<file path="config.mk">
export PLATFORM = sky130hd
export DESIGN_NAME = seq_alu
export DESIGN_NICKNAME = d
export VERILOG_FILES = /design/src/rtl/seq_alu.sv
export SDC_FILE = /design/constraint.sdc
export NUM_CORES = 1
export LEC_CHECK = 0
export ABC_CLOCK_PERIOD_IN_PS = 3700
export BUFFER_PORTS_ARGS = -buffer_cell sky130_fd_sc_hd__buf_2
export CAP_MARGIN = 5
export CORE_UTILIZATION = 50
export CTS_CLUSTER_SIZE = 12
export DETAILED_ROUTE_END_ITERATION = 8
export GPL_TIMING_DRIVEN = 0
export HOLD_SLACK_MARGIN = 0.05
export PLACE_DENSITY_LB_ADDON = 0.1
export REMOVE_ABC_BUFFERS = 1
export SLEW_MARGIN = 20
export SYNTH_ARGS = -nofsm -noshare
export SYNTH_HDL_FRONTEND = slang
export SYNTH_SLANG_ARGS = --single-unit
</file>
<file path="constraint.sdc">
create_clock -name clk -period 3.7 [get_ports clk]
set_clock_uncertainty 0.05 [all_clocks]
set_input_delay 0.185 -clock clk [delete_from_list [all_inputs] [get_ports clk]]
set_output_delay 0.185 -clock clk [all_outputs]
set_load 0.02 [all_outputs]
</file>
<file path="src/rtl/seq_alu.sv">
// seq_alu: registered ALU with valid/ready handshakes on both sides.
// Single-cycle add/sub/logic/shift ops. The multiply is an iterative shift-add
// that takes WIDTH cycles. The result is held in DONE until the consumer takes it.
//
// state  | meaning
// -------+------------------------------------------------------------
// IDLE   | ready for a new operation (in_ready=1)
// MUL    | shift-add multiply in progress (busy=1), one multiplier bit per cycle
// DONE   | result on out with out_valid=1, waiting for out_ready
module seq_alu #(
  parameter int WIDTH = 16,
  parameter int OUT_W = 2*WIDTH,
  parameter int SH_W  = $clog2(OUT_W)+1
) (
  input  logic             clk,
  input  logic             rst,
  input  logic             in_valid,
  output logic             in_ready,
  input  logic [WIDTH-1:0] in1,
  input  logic [WIDTH-1:0] in2,
  input  logic [2:0]       con_sig,
  output logic             out_valid,
  input  logic             out_ready,
  output logic [OUT_W-1:0] out,
  output logic             busy
);

  localparam int CNT_W = (WIDTH > 1) ? $clog2(WIDTH) : 1;

  localparam logic [2:0] OP_ADD = 3'b000;
  localparam logic [2:0] OP_MUL = 3'b001;
  localparam logic [2:0] OP_AND = 3'b010;
  localparam logic [2:0] OP_OR  = 3'b011;
  localparam logic [2:0] OP_SLL = 3'b100;
  localparam logic [2:0] OP_SRL = 3'b101;
  localparam logic [2:0] OP_SUB = 3'b110;
  localparam logic [2:0] OP_SRA = 3'b111;

  typedef enum logic [1:0] {
    S_IDLE = 2'd0,
    S_MUL  = 2'd1,
    S_DONE = 2'd2
  } state_t;

  state_t           r_state;
  state_t           w_state_nxt;
  logic [OUT_W-1:0] r_out;
  logic [OUT_W-1:0] r_acc;
  logic [OUT_W-1:0] r_mcand;
  logic [WIDTH-1:0] r_mplier;
  logic [CNT_W-1:0] r_cnt;

  logic             w_accept;
  logic             w_mul_last;
  logic             w_sh_big;
  logic [SH_W-1:0]  w_sh_amt;
  logic [OUT_W-1:0] w_a_ext;
  logic [OUT_W-1:0] w_b_ext;
  logic [OUT_W-1:0] w_a_sext;
  logic [OUT_W-1:0] w_sra;
  logic [OUT_W-1:0] w_alu_res;
  logic [OUT_W-1:0] w_acc_nxt;

  assign w_accept   = in_valid && (r_state == S_IDLE);
  assign w_mul_last = (r_cnt == CNT_W'(WIDTH-1));

  assign w_a_ext  = {{WIDTH{1'b0}}, in1};
  assign w_b_ext  = {{WIDTH{1'b0}}, in2};
  assign w_a_sext = {{WIDTH{in1[WIDTH-1]}}, in1};

  // The full in2 value is compared against OUT_W. Below that bound the
  // amount always fits in SH_W bits, so the shifters only need the low slice.
  assign w_sh_big = (in2 >= WIDTH'(OUT_W));
  assign w_sh_amt = in2[SH_W-1:0];
  assign w_sra    = $signed(w_a_sext) >>> w_sh_amt;

  // The multiplicand is added in when the current multiplier LSB is set.
  assign w_acc_nxt = r_mplier[0] ? (r_acc + r_mcand) : r_acc;

  // Single-cycle result for every non-multiply opcode
  always_comb begin
    w_alu_res = '0;
    case (con_sig)
      OP_ADD:  w_alu_res = w_a_ext + w_b_ext;
      OP_AND:  w_alu_res = w_a_ext & w_b_ext;
      OP_OR:   w_alu_res = w_a_ext | w_b_ext;
      OP_SLL:  w_alu_res = w_sh_big ? '0 : (w_a_ext << w_sh_amt);
      OP_SRL:  w_alu_res = w_sh_big ? '0 : (w_a_ext >> w_sh_amt);
      OP_SUB:  w_alu_res = w_a_ext - w_b_ext;
      OP_SRA:  w_alu_res = w_sh_big ? {OUT_W{in1[WIDTH-1]}} : w_sra;
      default: w_alu_res = '0;
    endcase
  end

  // State register
  always_ff @(posedge clk) begin
    if (rst) begin
      r_state <= S_IDLE;
    end else begin
      r_state <= w_state_nxt;
    end
  end

  // Next-state decode
  always_comb begin
    w_state_nxt = r_state;
    case (r_state)
      S_IDLE: begin
        if (w_accept) begin
          w_state_nxt = (con_sig == OP_MUL) ? S_MUL : S_DONE;
        end
      end
      S_MUL: begin
        if (w_mul_last) begin
          w_state_nxt = S_DONE;
        end
      end
      S_DONE: begin
        if (out_ready) begin
          w_state_nxt = S_IDLE;
        end
      end
      default: w_state_nxt = S_IDLE;
    endcase
  end

  // Handshake and status outputs decoded from state
  always_comb begin
    in_ready  = 1'b0;
    out_valid = 1'b0;
    busy      = 1'b0;
    case (r_state)
      S_IDLE:  in_ready  = 1'b1;
      S_MUL:   busy      = 1'b1;
      S_DONE:  out_valid = 1'b1;
      default: in_ready  = 1'b0;
    endcase
  end

  // Datapath: latch operands, step the shift-add engine, write the result
  always_ff @(posedge clk) begin
    if (rst) begin
      r_out    <= '0;
      r_acc    <= '0;
      r_mcand  <= '0;
      r_mplier <= '0;
      r_cnt    <= '0;
    end else begin
      case (r_state)
        S_IDLE: begin
          if (w_accept) begin
            if (con_sig == OP_MUL) begin
              r_mcand  <= w_a_ext;
              r_mplier <= in2;
              r_acc    <= '0;
              r_cnt    <= '0;
            end else begin
              r_out <= w_alu_res;
            end
          end
        end
        S_MUL: begin
          r_acc    <= w_acc_nxt;
          r_mcand  <= r_mcand << 1;
          r_mplier <= r_mplier >> 1;
          r_cnt    <= r_cnt + 1'b1;
          if (w_mul_last) begin
            r_out <= w_acc_nxt;
          end
        end
        default: begin
        end
      endcase
    end
  end

  assign out = r_out;

endmodule

</file>
==> metrics.md <==
| Metric | Value |
|---|---|
| Layout cell share with drive strength beyond 1 | `between 10% and 20%` |
| Area of the mapped netlist | `about 11000 um^2` |
| Most used DFF post-synth | `dfxtp_1` |
| Initial antenna violation count | `1` |
| Number of port buffers | `73` |
| Clock buffer depth | `2` |
| Avg Synthesized Cell Area | `approximately 7.4 um^2` |
| Worst Path Required | `around 4.0 ns` |
| Max-cap violations | `0` |
| Synthesized flop and latch total | `118` |
| Routability cong. | `roughly 0.97` |
| Sequential area share after synthesis | `between 20% and 30%` |
| Syn Inst Count | `approximately 1500` |
| Leakage Power | `around 4.9 nW` |
| 1st-iter DRT viols | `1053` |
| Die Wd | `around 150 um` |
| N_diodes | `0` |
| Yosys top cell area share | `roughly a fifth` |
| Fillers | `about 2100` |
| Post-CTS Setup Bufs | `0` |
| Hpwl dp | `about 28 mm` |
| Yosys warns | `0` |
| Min-delay worst type | `input port to register` |
| Slew headroom | `28.2%` |
| Worst-Skew Late Latency | `between 0.4 and 0.5 ns` |
| CP arrival | `3.77 ns` |
| Crit path kind | `input port to register` |
| Die Area | `23200 um^2` |
| Drt drc | `3` |
| H-tree levels | `4` |
| Wirelength, routed | `~40 mm` |
| Worst slew pin tran | `approximately 1.1 ns` |
| Top cells by area in the synthesized netlist | `dfxtp_1, ha_1, nor2_1, nand2_1, a21oi_1` |
| IO Count | `74` |
| Layout net count | `approximately 1700` |
| RSZ-0062 raised after global routing | `false` |
| CP startpoint kind | `input port` |
| Final Max Slew Viols | `0` |
| Crit path time final | `3.50 ns` |
| Final WS setup | `about 0.20 ns` |
| Post-synth EDFFs | `0` |
| CP endpoint kind | `register` |
| Die Span Y | `about 150 um` |
| Synth async-reset ratio | `0%` |
| Area delta synth->final | `10.3%` |
| Starting Density | `about half` |
| Commonest non-fill, non-tap cell in the layout | `nor2_1` |
| Leading area contributor after synthesis | `dfxtp_1` |
| Largest net degree at the start of global routing | `84` |
| CTS tree | `built` |
| CP max FO | `46` |
| Final setup fails | `0` |
| Root Driver | `clkbuf_16` |
| Final Hold Viols | `0` |
| Post-DRT Antenna Nets | `0` |
| Power Total | `4.21 mW` |
| Core Area | `about 22000 um^2` |
| Status | `complete, but fails checks` |
| Num CTS Buffers | `17` |
| Worst vdd ir | `between 200 and 250 uV` |
| Failing checks | `DRC` |
| Row cnt | `54` |
| Fmax | `286 MHz` |
| Vias | `approximately 12000` |
| Part of the cycle the worst path needs | `between 90% and 100%` |
| Clk pin slew, worst setup/hold paths | `about 0.060 ns` |
| Routed len/inst | `between 20 and 25 um` |
| Gr usage total | `approximately 34%` |
| Synth cell types | `about 100` |
| Vias in the first global route | `~11000` |
| First-pass GRT wire length | `roughly 62 mm` |
| Power density over cell area | `about 340 nW/um^2` |
| Clock sinks | `118` |
| GRT Residual Overflow | `0` |
| Commonest non-fill, non-tap cells in the layout | `nor2_1, nand2_1, a21oi_1` |
| Dpl ws | `-0.845 ns` |
| Via density | `between 6 and 7` |
| DR pass1 iterations | `8` |
[routing by layer]
metal	GRT usage [%]	vias to the layer above	routed length (um)
met5	0	-	0
li1	-	5630	-
met4	13.6	0	1200
met2	55.5	537	17800
met1	43.9	5627	17100
met3	5.01	83	2910
[path summary, 6_finish.rpt]
path	endpoint	start	slack [ns]	cells after the start
max	out[16]	in2[1]	0.20	12
max reg2reg	out[9]	r_state[1]	0.38	5
min reg2reg	out[0]	out[0]	0.40	2
min	r_mcand[1]	in1[1]	0.07	3
[registers in the layout, summed over array words and instances (netlist names)]
signal    count
r_mcand      32
r_state       2
out          32
r_mplier     16
r_cnt         4
r_acc        32
[Yosys cell counts (all sizes together), types with 8 or more instances]
cell type / n
a211oi: 27
a21o: 13
a21oi: 139
a221oi: 13
a22oi: 40
a311oi: 47
a31oi: 22
buf: 35
clkbuf: 74
dfxtp: 118
ha: 86
inv: 62
mux2: 17
mux2i: 33
mux4: 18
nand2: 193
nand2b: 16
nand3: 14
nor2: 204
nor2b: 11
nor3: 29
nor4: 12
o211ai: 14
o21ai: 95
o221ai: 8
o22ai: 15
o31ai: 12
or3: 8
xnor2: 19
[stage by stage]
step                      util, %  cells  hold WS [ns]  setup TNS, ns  area [um^2]
final                        56.6   1820        0.0726              0        12500
after global placement       52.4   1765         0.387        -140.62        11500
after global routing         56.6   1820        0.0887              0        12500
after floorplan                 -   1412         0.200        -0.0415        10800
after CTS                    56.6   1819        0.0594              0        12500
after detailed placement     53.2   1774         0.392         -18.67        11700
[timing repair]
action / 4_1_cts / 5_1_grt
endpoints found under the hold margin: 15 / 0
endpoints found under the setup margin: 26 / 4
hold buffers: 13 / 0
resized for setup: 4 / 2
pin swaps: 0 / 0
[area by class of cell]
| cell class | count | area, um^2 | share of cell area [%] |
|---|---|---|---|
| multi-input cells | 1230 | 8240 | 66.1 |
| flip-flops and latches | 118 | 2360 | 19.0 |
| repair buffers | 96 | 659 | 5.29 |
| clock buffers | 18 | 439 | 3.52 |
| well taps | 280 | 350 | 2.81 |
| inverters | 64 | 244 | 1.96 |
| clock inverters | 14 | 171 | 1.37 |
[worst max-delay path, cell delays in order]
cell,delay (ns)
buf_4,0.46
inv_1,0.47
fa_1,0.53
nor2b_1,0.19
o21a_1,0.18
o21ai_0,0.16
a21oi_1,0.35
a221o_1,0.28
a31oi_1,0.16
o21ai_0,0.34
o21ai_1,0.10
a311oi_1,0.32
[power breakdown]
part	switching, mW	leakage, nW	internal [mW]
combinational	0.711	3.66	0.375
clock	0.678	0.293	1.08
sequential	0.0370	0.960	1.33
[cell families after synthesis]
group | count (synthesis) | synth area share (%)
adder cells (fa/ha/maj) | 89 | 10.0
flip-flops | 118 | 20.9
AND/OR/NAND/NOR | 528 | 20.6
AO/OA/AOI/OAI | 519 | 31.6
XOR/XNOR | 26 | 2.01
buffers and inverters | 173 | 6.48
multiplexers | 68 | 8.33
No activity file was read; power rests on OpenSTA's default activity.
